`config.mk`:
```
export PLATFORM = sky130hd
export DESIGN_NAME = euler_rotation_matrix
export DESIGN_NICKNAME = d
export VERILOG_FILES = /design/src/rtl/euler_rotation_matrix.sv
export SDC_FILE = /design/constraint.sdc
export NUM_CORES = 2
export LEC_CHECK = 0
export CAP_MARGIN = 20
export CORE_MARGIN = 2
export CORE_UTILIZATION = 55
export CTS_CLUSTER_SIZE = 40
export DETAILED_ROUTE_END_ITERATION = 7
export PLACE_DENSITY = 0.78
export RECOVER_POWER = 100
export SETUP_SLACK_MARGIN = 0.2
export SLEW_MARGIN = 30
export SYNTH_ARGS = -nofsm -noshare
export SYNTH_HDL_FRONTEND = slang
export SYNTH_SLANG_ARGS = --single-unit
```
`constraint.sdc`:
```
create_clock -name Clk -period 9 [get_ports Clk]
set_clock_uncertainty 0.1 [all_clocks]
set_input_delay 1.8 -clock Clk [delete_from_list [all_inputs] [get_ports Clk]]
set_output_delay 1.8 -clock Clk [all_outputs]
set_load 0.1 [all_outputs]
```
`src/rtl/euler_rotation_matrix.sv`:
```
// euler_rotation_matrix
// Builds R = Rz(gamma) * Ry(beta) * Rx(alpha) once per frame. A single rotation-mode CORDIC
// is time-shared across the three angles to get sin/cos, then one multiplier forms the
// fourteen products needed for the nine matrix entries. The matrix and the translation
// captured at frame start are published together with a one-cycle done strobe.
module euler_rotation_matrix #(
    parameter int WI = 8,
    parameter int WF = 8
) (
    input  logic                    Clk,
    input  logic                    Reset,
    input  logic                    start,
    input  logic [11:0]             alpha,
    input  logic [11:0]             beta,
    input  logic [11:0]             gamma,
    input  logic [WI+WF-1:0]        x,
    input  logic [WI+WF-1:0]        y,
    input  logic [WI+WF-1:0]        z,
    output logic signed [WI+WF-1:0] m00,
    output logic signed [WI+WF-1:0] m01,
    output logic signed [WI+WF-1:0] m02,
    output logic signed [WI+WF-1:0] m10,
    output logic signed [WI+WF-1:0] m11,
    output logic signed [WI+WF-1:0] m12,
    output logic signed [WI+WF-1:0] m20,
    output logic signed [WI+WF-1:0] m21,
    output logic signed [WI+WF-1:0] m22,
    output logic [WI+WF-1:0]        tx,
    output logic [WI+WF-1:0]        ty,
    output logic [WI+WF-1:0]        tz,
    output logic                    busy,
    output logic                    done
);

    localparam int W   = WI + WF;
    localparam int SHR = 14 - WF;

    localparam logic [2:0] ST_IDLE  = 3'd0;
    localparam logic [2:0] ST_LOAD  = 3'd1;
    localparam logic [2:0] ST_ITER  = 3'd2;
    localparam logic [2:0] ST_MUL   = 3'd3;
    localparam logic [2:0] ST_WRITE = 3'd4;

    // CORDIC gain compensation and reduction constants, 14 fraction bits
    localparam logic signed [17:0] CORDIC_K = 18'sh026DD;
    localparam logic signed [17:0] TWO_PI   = 18'sh19200;
    localparam logic signed [17:0] PI_FIX   = 18'sh0C900;
    // Quadrant boundaries in the 4.8 angle format
    localparam logic [11:0] TH_3PI2 = 12'h4B6;
    localparam logic [11:0] TH_PI2  = 12'h192;

    localparam logic signed [W-1:0] ONE_FIX = {{(WI-1){1'b0}}, 1'b1, {WF{1'b0}}};

    // atan(2^-i) with 14 fraction bits
    function automatic logic signed [17:0] atan_lut(input logic [3:0] i);
        case (i)
            4'd0:    atan_lut = 18'sd12868;
            4'd1:    atan_lut = 18'sd7596;
            4'd2:    atan_lut = 18'sd4014;
            4'd3:    atan_lut = 18'sd2037;
            4'd4:    atan_lut = 18'sd1023;
            4'd5:    atan_lut = 18'sd512;
            4'd6:    atan_lut = 18'sd256;
            4'd7:    atan_lut = 18'sd128;
            4'd8:    atan_lut = 18'sd64;
            4'd9:    atan_lut = 18'sd32;
            4'd10:   atan_lut = 18'sd16;
            4'd11:   atan_lut = 18'sd8;
            4'd12:   atan_lut = 18'sd4;
            4'd13:   atan_lut = 18'sd2;
            default: atan_lut = 18'sd0;
        endcase
    endfunction

    // Undo the quadrant fold, drop to WF fraction bits and clamp to +/-1.0
    function automatic logic signed [W-1:0] to_fix(input logic signed [17:0] v,
                                                   input logic neg);
        logic signed [31:0] t;
        logic signed [31:0] one;
        t   = {{14{v[17]}}, v};
        one = 32'sd1 <<< WF;
        if (neg) begin
            t = -t;
        end else begin
            t = t;
        end
        t = t >>> SHR;
        if (t > one) begin
            to_fix = W'(one);
        end else if (t < -one) begin
            to_fix = W'(-one);
        end else begin
            to_fix = W'(t);
        end
    endfunction

    logic [2:0]         state_r;
    logic [1:0]         k_r;
    logic [3:0]         cnt_r;
    logic [11:0]        alpha_r, beta_r, gamma_r;
    logic [W-1:0]       xl_r, yl_r, zl_r;
    logic signed [17:0] cx_r, cy_r, ang_r;
    logic               neg_r;
    logic signed [W-1:0] trig_r [6];
    logic signed [W-1:0] prod_r [14];

    logic [11:0]          theta_s;
    logic signed [17:0]   theta_ext_s;
    logic signed [17:0]   red_ang_s;
    logic                 red_neg_s;
    logic                 d_pos_s;
    logic signed [17:0]   cx_sh_s, cy_sh_s, atan_s;
    logic signed [17:0]   cx_nx_s, cy_nx_s, ang_nx_s;
    logic signed [W-1:0]  cos_fix_s, sin_fix_s;
    logic signed [W-1:0]  op_a_s, op_b_s;
    logic signed [2*W-1:0] prod_full_s;
    logic signed [W-1:0]  prod_s;

    // Angle selection and quadrant reduction into [-pi/2, pi/2]
    always_comb begin
        theta_s     = gamma_r;
        red_ang_s   = 18'sd0;
        red_neg_s   = 1'b0;
        case (k_r)
            2'd0:    theta_s = alpha_r;
            2'd1:    theta_s = beta_r;
            default: theta_s = gamma_r;
        endcase
        theta_ext_s = $signed({theta_s, 6'b000000});
        if (theta_s > TH_3PI2) begin
            red_ang_s = theta_ext_s - TWO_PI;
            red_neg_s = 1'b0;
        end else if (theta_s > TH_PI2) begin
            red_ang_s = theta_ext_s - PI_FIX;
            red_neg_s = 1'b1;
        end else begin
            red_ang_s = theta_ext_s;
            red_neg_s = 1'b0;
        end
    end

    // One CORDIC micro-rotation plus the final conversion of its result
    always_comb begin
        d_pos_s = ~ang_r[17];
        cx_sh_s = cx_r >>> cnt_r;
        cy_sh_s = cy_r >>> cnt_r;
        atan_s  = atan_lut(cnt_r);
        if (d_pos_s) begin
            cx_nx_s  = cx_r - cy_sh_s;
            cy_nx_s  = cy_r + cx_sh_s;
            ang_nx_s = ang_r - atan_s;
        end else begin
            cx_nx_s  = cx_r + cy_sh_s;
            cy_nx_s  = cy_r - cx_sh_s;
            ang_nx_s = ang_r + atan_s;
        end
        cos_fix_s = to_fix(cx_nx_s, neg_r);
        sin_fix_s = to_fix(cy_nx_s, neg_r);
    end

    // Operand schedule for the shared multiplier (trig_r: ca sa cb sb cg sg)
    always_comb begin
        op_a_s = '0;
        op_b_s = '0;
        case (cnt_r)
            4'd0:    begin op_a_s = trig_r[1];  op_b_s = trig_r[3]; end
            4'd1:    begin op_a_s = trig_r[0];  op_b_s = trig_r[3]; end
            4'd2:    begin op_a_s = trig_r[2];  op_b_s = trig_r[4]; end
            4'd3:    begin op_a_s = trig_r[2];  op_b_s = trig_r[5]; end
            4'd4:    begin op_a_s = trig_r[1];  op_b_s = trig_r[2]; end
            4'd5:    begin op_a_s = trig_r[0];  op_b_s = trig_r[2]; end
            4'd6:    begin op_a_s = prod_r[0];  op_b_s = trig_r[4]; end
            4'd7:    begin op_a_s = trig_r[0];  op_b_s = trig_r[5]; end
            4'd8:    begin op_a_s = prod_r[1];  op_b_s = trig_r[4]; end
            4'd9:    begin op_a_s = trig_r[1];  op_b_s = trig_r[5]; end
            4'd10:   begin op_a_s = prod_r[0];  op_b_s = trig_r[5]; end
            4'd11:   begin op_a_s = trig_r[0];  op_b_s = trig_r[4]; end
            4'd12:   begin op_a_s = prod_r[1];  op_b_s = trig_r[5]; end
            4'd13:   begin op_a_s = trig_r[1];  op_b_s = trig_r[4]; end
            default: begin op_a_s = '0;         op_b_s = '0;        end
        endcase
        prod_full_s = op_a_s * op_b_s;
        prod_s      = W'(prod_full_s >>> WF);
    end

    // Sequencer and working registers: capture, three CORDIC passes, product schedule
    always_ff @(posedge Clk) begin
        if (Reset) begin
            state_r <= ST_IDLE;
            k_r     <= 2'd0;
            cnt_r   <= 4'd0;
            alpha_r <= 12'd0;
            beta_r  <= 12'd0;
            gamma_r <= 12'd0;
            xl_r    <= '0;
            yl_r    <= '0;
            zl_r    <= '0;
            cx_r    <= 18'sd0;
            cy_r    <= 18'sd0;
            ang_r   <= 18'sd0;
            neg_r   <= 1'b0;
            busy    <= 1'b0;
            for (int i = 0; i < 6; i++) trig_r[i] <= '0;
            for (int i = 0; i < 14; i++) prod_r[i] <= '0;
        end else begin
            case (state_r)
                ST_IDLE: begin
                    if (start) begin
                        alpha_r <= alpha;
                        beta_r  <= beta;
                        gamma_r <= gamma;
                        xl_r    <= x;
                        yl_r    <= y;
                        zl_r    <= z;
                        k_r     <= 2'd0;
                        busy    <= 1'b1;
                        state_r <= ST_LOAD;
                    end else begin
                        state_r <= ST_IDLE;
                    end
                end
                ST_LOAD: begin
                    cx_r    <= CORDIC_K;
                    cy_r    <= 18'sd0;
                    ang_r   <= red_ang_s;
                    neg_r   <= red_neg_s;
                    cnt_r   <= 4'd0;
                    state_r <= ST_ITER;
                end
                ST_ITER: begin
                    cx_r  <= cx_nx_s;
                    cy_r  <= cy_nx_s;
                    ang_r <= ang_nx_s;
                    if (cnt_r == 4'd13) begin
                        trig_r[{k_r, 1'b0}] <= cos_fix_s;
                        trig_r[{k_r, 1'b1}] <= sin_fix_s;
                        cnt_r <= 4'd0;
                        if (k_r == 2'd2) begin
                            state_r <= ST_MUL;
                        end else begin
                            k_r     <= k_r + 2'd1;
                            state_r <= ST_LOAD;
                        end
                    end else begin
                        cnt_r <= cnt_r + 4'd1;
                    end
                end
                ST_MUL: begin
                    prod_r[cnt_r] <= prod_s;
                    if (cnt_r == 4'd13) begin
                        cnt_r   <= 4'd0;
                        state_r <= ST_WRITE;
                    end else begin
                        cnt_r <= cnt_r + 4'd1;
                    end
                end
                ST_WRITE: begin
                    busy    <= 1'b0;
                    state_r <= ST_IDLE;
                end
                default: begin
                    busy    <= 1'b0;
                    state_r <= ST_IDLE;
                end
            endcase
        end
    end

    // Output registers: updated all at once in WRITE so partial results never show
    always_ff @(posedge Clk) begin
        if (Reset) begin
            m00  <= ONE_FIX;
            m01  <= '0;
            m02  <= '0;
            m10  <= '0;
            m11  <= ONE_FIX;
            m12  <= '0;
            m20  <= '0;
            m21  <= '0;
            m22  <= ONE_FIX;
            tx   <= '0;
            ty   <= '0;
            tz   <= '0;
            done <= 1'b0;
        end else if (state_r == ST_WRITE) begin
            m00  <= prod_r[2];
            m10  <= prod_r[3];
            m21  <= prod_r[4];
            m22  <= prod_r[5];
            m01  <= prod_r[6] - prod_r[7];
            m02  <= prod_r[8] + prod_r[9];
            m11  <= prod_r[10] + prod_r[11];
            m12  <= prod_r[12] - prod_r[13];
            m20  <= -trig_r[3];
            tx   <= xl_r;
            ty   <= yl_r;
            tz   <= zl_r;
            done <= 1'b1;
        end else begin
            done <= 1'b0;
        end
    end

endmodule
```
# After elaboration in Yosys (flattened, before gate mapping)
# Memories as Yosys holds them, arrays and structs flattened. A register that Yosys moved wholly into a read port is not among the register bits.
# Index checks and enable logic that the tools add are counted.
# op_classes
addsub	17
mul	1
n_div	0
magnitude_cmp	6
eq_ne	23
shift	2
mux	53
bitwise	1
reduce_logical	24
# op_table
operator	n
$mux W16	7
$pmux W18 S2	3
$mux W18	5
$pmux W16 S5	1
$mux W32	2
$neg A18 Y32	2
$pmux W16 S4	1
$add A18 B18 Y18	3
$sub A18 B18 Y18	3
$gt A26 B10 Y1 const B	2
$lt A26 B9 Y1 const B	2
$reduce_or A16 Y1	3
$sshr A18 B4 Y18	2
$add A16 B16 Y16	2
$sub A16 B16 Y16	2
$eq A4 B4 Y1 const B	6
$mul A16 B16 Y24	1
$pmux W12 S2	1
$sub A18 B17 Y18 const B	1
$sub A18 B18 Y18 const B	1
$mux W1	17
$eq A4 B3 Y1 const B	4
$mux W4	4
$neg A16 Y16	1
other kinds (29)	51
# totals
ff_bits	278
latch_bits	0
ram_bits	320
mem_bits_ro	224
in_bits	87
output_inout_bits	194
elab_cells	153
memories	3
# memory_table
memory	depth	width	read_ports	rd_ports_with_merged_regs	write_ports	line_no	text
(no name shown)	16	14	1	1	0	56	case (i)
prod_r	14	16	14	4	14	105	logic signed [W-1:0] prod_r [14];
trig_r	6	16	6	0	6	104	logic signed [W-1:0] trig_r [6];

# Depth between registers and ports, before layout
# logic_depth
ltp_word	9
depth_mapped	34
mapped_depth_nobuf	27

# Worst setup path before layout
# No wires, ideal clock.
# synth_timing
path_type	register to register
from	reg cnt_r[2]
to	mem prod_r[9][15] in the netlist's numbering, data pin
setup_time_ns	0.263
arrival_time_ns	8.435
t_required_ns	8.637
path_slack_ns	0.202
path_stages_with_launch	30
path_buffers	7
period_less_slack_ns	8.798
cell_sequence	dfxtp_1 buf_1 buf_1 buf_2 clkbuf_1 clkbuf_1 mux2_2 a222oi_1 clkbuf_1 nor2_1 fa_1 inv_1 fa_1 fa_1 fa_1 inv_1 fa_1 inv_1 fa_1 inv_1 ha_1 o21a_1 o21a_1 and3_1 a21o_1 a31oi_1 a31oi_1 xnor2_1 buf_2 nor2_1
# synth_lines
item	line_no	text
start: declaration	99	logic [3:0] cnt_r;
start signal: assignment	245	cnt_r <= cnt_r + 4'd1;
start signal: assignment	254	cnt_r <= cnt_r + 4'd1;
end: declaration	105	

==> summary.txt <==
Run status
  • Outcome: finished, violations left
  • Failing checks: capacitance limit, slew limit

Floorplanning
  • Die X: between 200 and 300 µm
  • Initial Util: 55.4%
  • Core Box Area: 0.0757 mm²
  • Die area: 0.0785 mm²
  • Die H: 280 µm
  • IO Pins: 281
  • Row count: 101

Clocking
  • Clock Path Buffers: 3
  • Clk Latency, worst-skew pair: 0.65 ns
  • CTS Buf Count: 74
  • CTS Sinks: 676
  • CTS resizes: 0
  • Number of buffers added for setup after CTS: 0
  • CTS tree: done
  • Hold-fix buffers at CTS: 0
  • Root buf cell: clkbuf_16
  • H-tree levels: 3
  • Worst-path clk slew: 0.07 ns

Drt
  • Initial DRT Pass Iterations: 6
  • # DRC: 0
  • Iter 0 DRT Violations: around 3700
  • Post-DRT Antenna Nets: 0
  • Via Count: 34700
  • Vias/cell: 5.97
  • Drt wl/cell: just over 20 µm
  • Routed Wire Length: between 100000 and 150000 µm

Yosys
  • Synth Cell Area: 0.0419 mm²
  • Yosys top cell by area: edfxtp_1
  • Synth async-reset ratio: 0%
  • Post-synthesis mux area share: 4.24%
  • Mapped Cells: approximately 4600
  • Synth cell types: 98
  • Ys Warns: 0
  • Ys flop type: dfxtp_1
  • Share of synthesized cell area in and, or, nand and nor gates: ~18%
  • FF+latch count, synth: approximately 680
  • Post-Syn Nets: around 5100
  • Synth Area in Compound Gates: 13.3%
  • Number of synthesized flops with an enable pin: 320
  • Yosys top cell area share: 22.9%
  • Main combinational cell family by area after synthesis: simple AND/OR/NAND/NOR gates
  • Register area share after synthesis: 39.9%
  • XOR/XNOR Fraction of Synth Area: between 3 and 4%
  • Adder-cell share of the synthesized area: ~15%
  • Mapped Avg Cell Area: between 9 and 10 µm²
  • Top post-synthesis cells by area: edfxtp_1 23%, dfxtp_1 17%, fa_1 9.2%, nand2_1 6.8%, ha_1 5.9%

Global route
  • GRT Residual Overflow: 0
  • First-pass GRT wire length: roughly 190000 µm
  • Initial antenna violation count: 2
  • Largest net degree at the start of global routing: 97
  • Number of global-route vias before repair: roughly 33000
  • GRT Total Usage: 30.1%

Pwr
  • Lkg Pwr: 19.2 nW
  • Sw Ratio: 45.4%
  • P_sw: 0.00605 W
  • Flop pwr share: between 20% and 30%
  • Power density relative to cell area: roughly 280 mW/mm²
  • Combinational Power Share: 50.2%
  • Worst vdd ir: between 0.0003 and 0.0004 V
  • Clk network pwr share: 23.9%
  • Pint: 0.00726 W

Timing
  • Worst rel slew slack: -192%
  • Setup_tns: 0 ns
  • Final setup violation count: 0
  • Endpoints failing hold: 0
  • Tmin final: 8.44 ns
  • Slew Viols, Final: between 600 and 700
  • Final Cycle Share: 93.8%
  • RSZ-0062 raised after global routing: false
  • Least-Margin Pin Slew: 4.38 ns
  • Fmax: between 100 and 150 MHz
  • PnR worst setup slack: 0.562 ns

Finish
  • Most frequent cells in the layout: 760 x nand2_1, 574 x nor2_1, 395 x a21oi_1
  • Layout cell share with drive strength beyond 1: 5.93%
  • Final #Nets: 5255
  • Filler cell count: 6125
  • P&R area growth vs syn: 14.1%
  • Commonest non-fill, non-tap cell in the layout: nand2_1

Place
  • Dpl hpwl: 85400 µm
  • Pre-CTS setup slack: about 0.58 ns
  • IO Port Bufs: 280
  • Placer congestion estimate: 0.982

Setup path
  • Type of the worst setup path: flop to flop
  • CP Max Fanout: 17
  • CP startpoint kind: flop
  • Reg2reg setup slack: between 0.5 and 0.6 ns
  • Crit path required time: just over 9 ns
  • Crit. End Element: flop
  • CP arrival: 8.70 ns

Run
  • Max-Cap Viols: 11

Hold path
  • Path type of the worst min-delay path: flop to flop
[state kept, by name, summed over array words and instances, names as in the netlist, 14 cells and up]
| register | cells |
|---|---|
| prod_r | 224 |
| trig_r | 96 |
| ang_r | 18 |
| cx_r | 18 |
| cy_r | 18 |
| m00 | 16 |
| m01 | 16 |
| m02 | 16 |
| m10 | 16 |
| m11 | 16 |
| m12 | 16 |
| m20 | 16 |
| m21 | 16 |
| m22 | 16 |
| tx | 16 |
| ty | 16 |
| tz | 16 |
| xl_r | 16 |
| yl_r | 16 |
| zl_r | 16 |
| atan_s | 14 |
[per-layer routing]
layer / vias to the layer above / global-route usage [%] / wire, µm
met4: 2 / 11.9 / 4750
met2: 1676 / 48.3 / 55500
met5: - / 0 / 12
met1: 16700 / 40.4 / 47700
li1: 16100 / - / -
met3: 288 / 5.63 / 11400
[power groups by stage]
stage | registers, W | clock network, W | logic [W]
2_1_floorplan | 0.00345 | 0 | 0.00425
3_3_place_gp | 0.00350 | 0 | 0.00650
3_5_place_dp | 0.00350 | 0 | 0.00668
4_1_cts | 0.00344 | 0.00320 | 0.00672
5_1_grt | 0.00346 | 0.00333 | 0.00712
6_report | 0.00345 | 0.00319 | 0.00668
[per-stage QoR]
stage,hold slack (ns),utilization (%),std cells,power (W),instance area [µm²]
2_1_floorplan,0.332,-,4603,0.00770,41900
3_3_place_gp,0.337,60.2,5675,0.0100,45600
3_5_place_dp,0.342,60.0,5676,0.0102,45400
4_1_cts,0.349,63.5,5812,0.0134,48100
5_1_grt,0.362,63.2,5815,0.0139,47900
6_report,0.345,63.2,5815,0.0133,47900
[synth_stat cells (12+ instances only)]
cell and count:
xor2_1 71, nand3_1 45, edfxtp_1 320, o22ai_1 13
a31oi_1 24, and3_1 15, o21ai_0 107, inv_1 369
dfxtp_1 356, a21o_1 42, nand2_1 760, fa_1 193
nand2b_1 24, mux2_2 18, a221oi_1 12, a22o_1 23
ha_1 199, xnor2_1 116, a221o_1 14, nor2b_1 35
nor3_1 120, mux4_2 35, a211oi_1 27, a21oi_1 395
a222oi_1 14, a22oi_1 33, buf_1 20, clkbuf_1 201
nor4_1 12, buf_2 23, mux2i_1 63, or2_2 12
nor2_1 574, or3_1 32, a21boi_0 19, and2_1 31
o31ai_1 14, o21a_1 18
[worst paths after layout]
check | from | to | cells past startpoint
max | cnt_r[3] | prod_r[8][15] | 27
min | m12[5] | m12[5] | 2
max reg2reg | cnt_r[3] | prod_r[8][15] | 27
min reg2reg | m12[5] | m12[5] | 2
[cell families (layout without fill, tap and decap cells)]
family | count (synthesis) | in the layout
simple gates | 1717 | 1717
compound gates | 878 | 878
flops | 676 | 676
buf+inv | 630 | 863
fa+ha+maj | 392 | 392
xor+xnor | 188 | 188
mux | 122 | 122
other cells | 0 | 1
[area by class of cell]
class                      instances  area [µm²]  area share, %
sequential                       676       16700           35.0
tap                              978        1220           2.56
inverter                         373        1400           2.92
multi-input combinational       3297       22800           47.6
clock inverter                    36         533           1.11
clock buffer                     100        2070           4.33
antenna                            1        2.50        0.00523
timing repair buffer             354        3100           6.47
[critical path: stages, from the launching register on]
cell and delay (ns):
dfxtp_1 0.39, buf_4 0.23, nor2b_1 0.43, a221o_1 0.52, buf_4 0.29, a222oi_1 0.12
buf_4 0.24, nor2_1 0.19, inv_1 0.09, fa_1 0.58, inv_1 0.18, fa_1 0.58
inv_1 0.08, fa_1 0.53, fa_1 0.45, fa_1 0.52, fa_1 0.44, xnor2_1 0.22
xnor2_1 0.17, xnor2_1 0.16, xnor2_1 0.16, xnor2_1 0.10, xnor2_1 0.26, xnor2_1 0.15
xnor2_2 0.37, xnor2_2 0.15, clkbuf_2 0.35, nor2_1 0.10
Power figures use the tool's default switching activity.
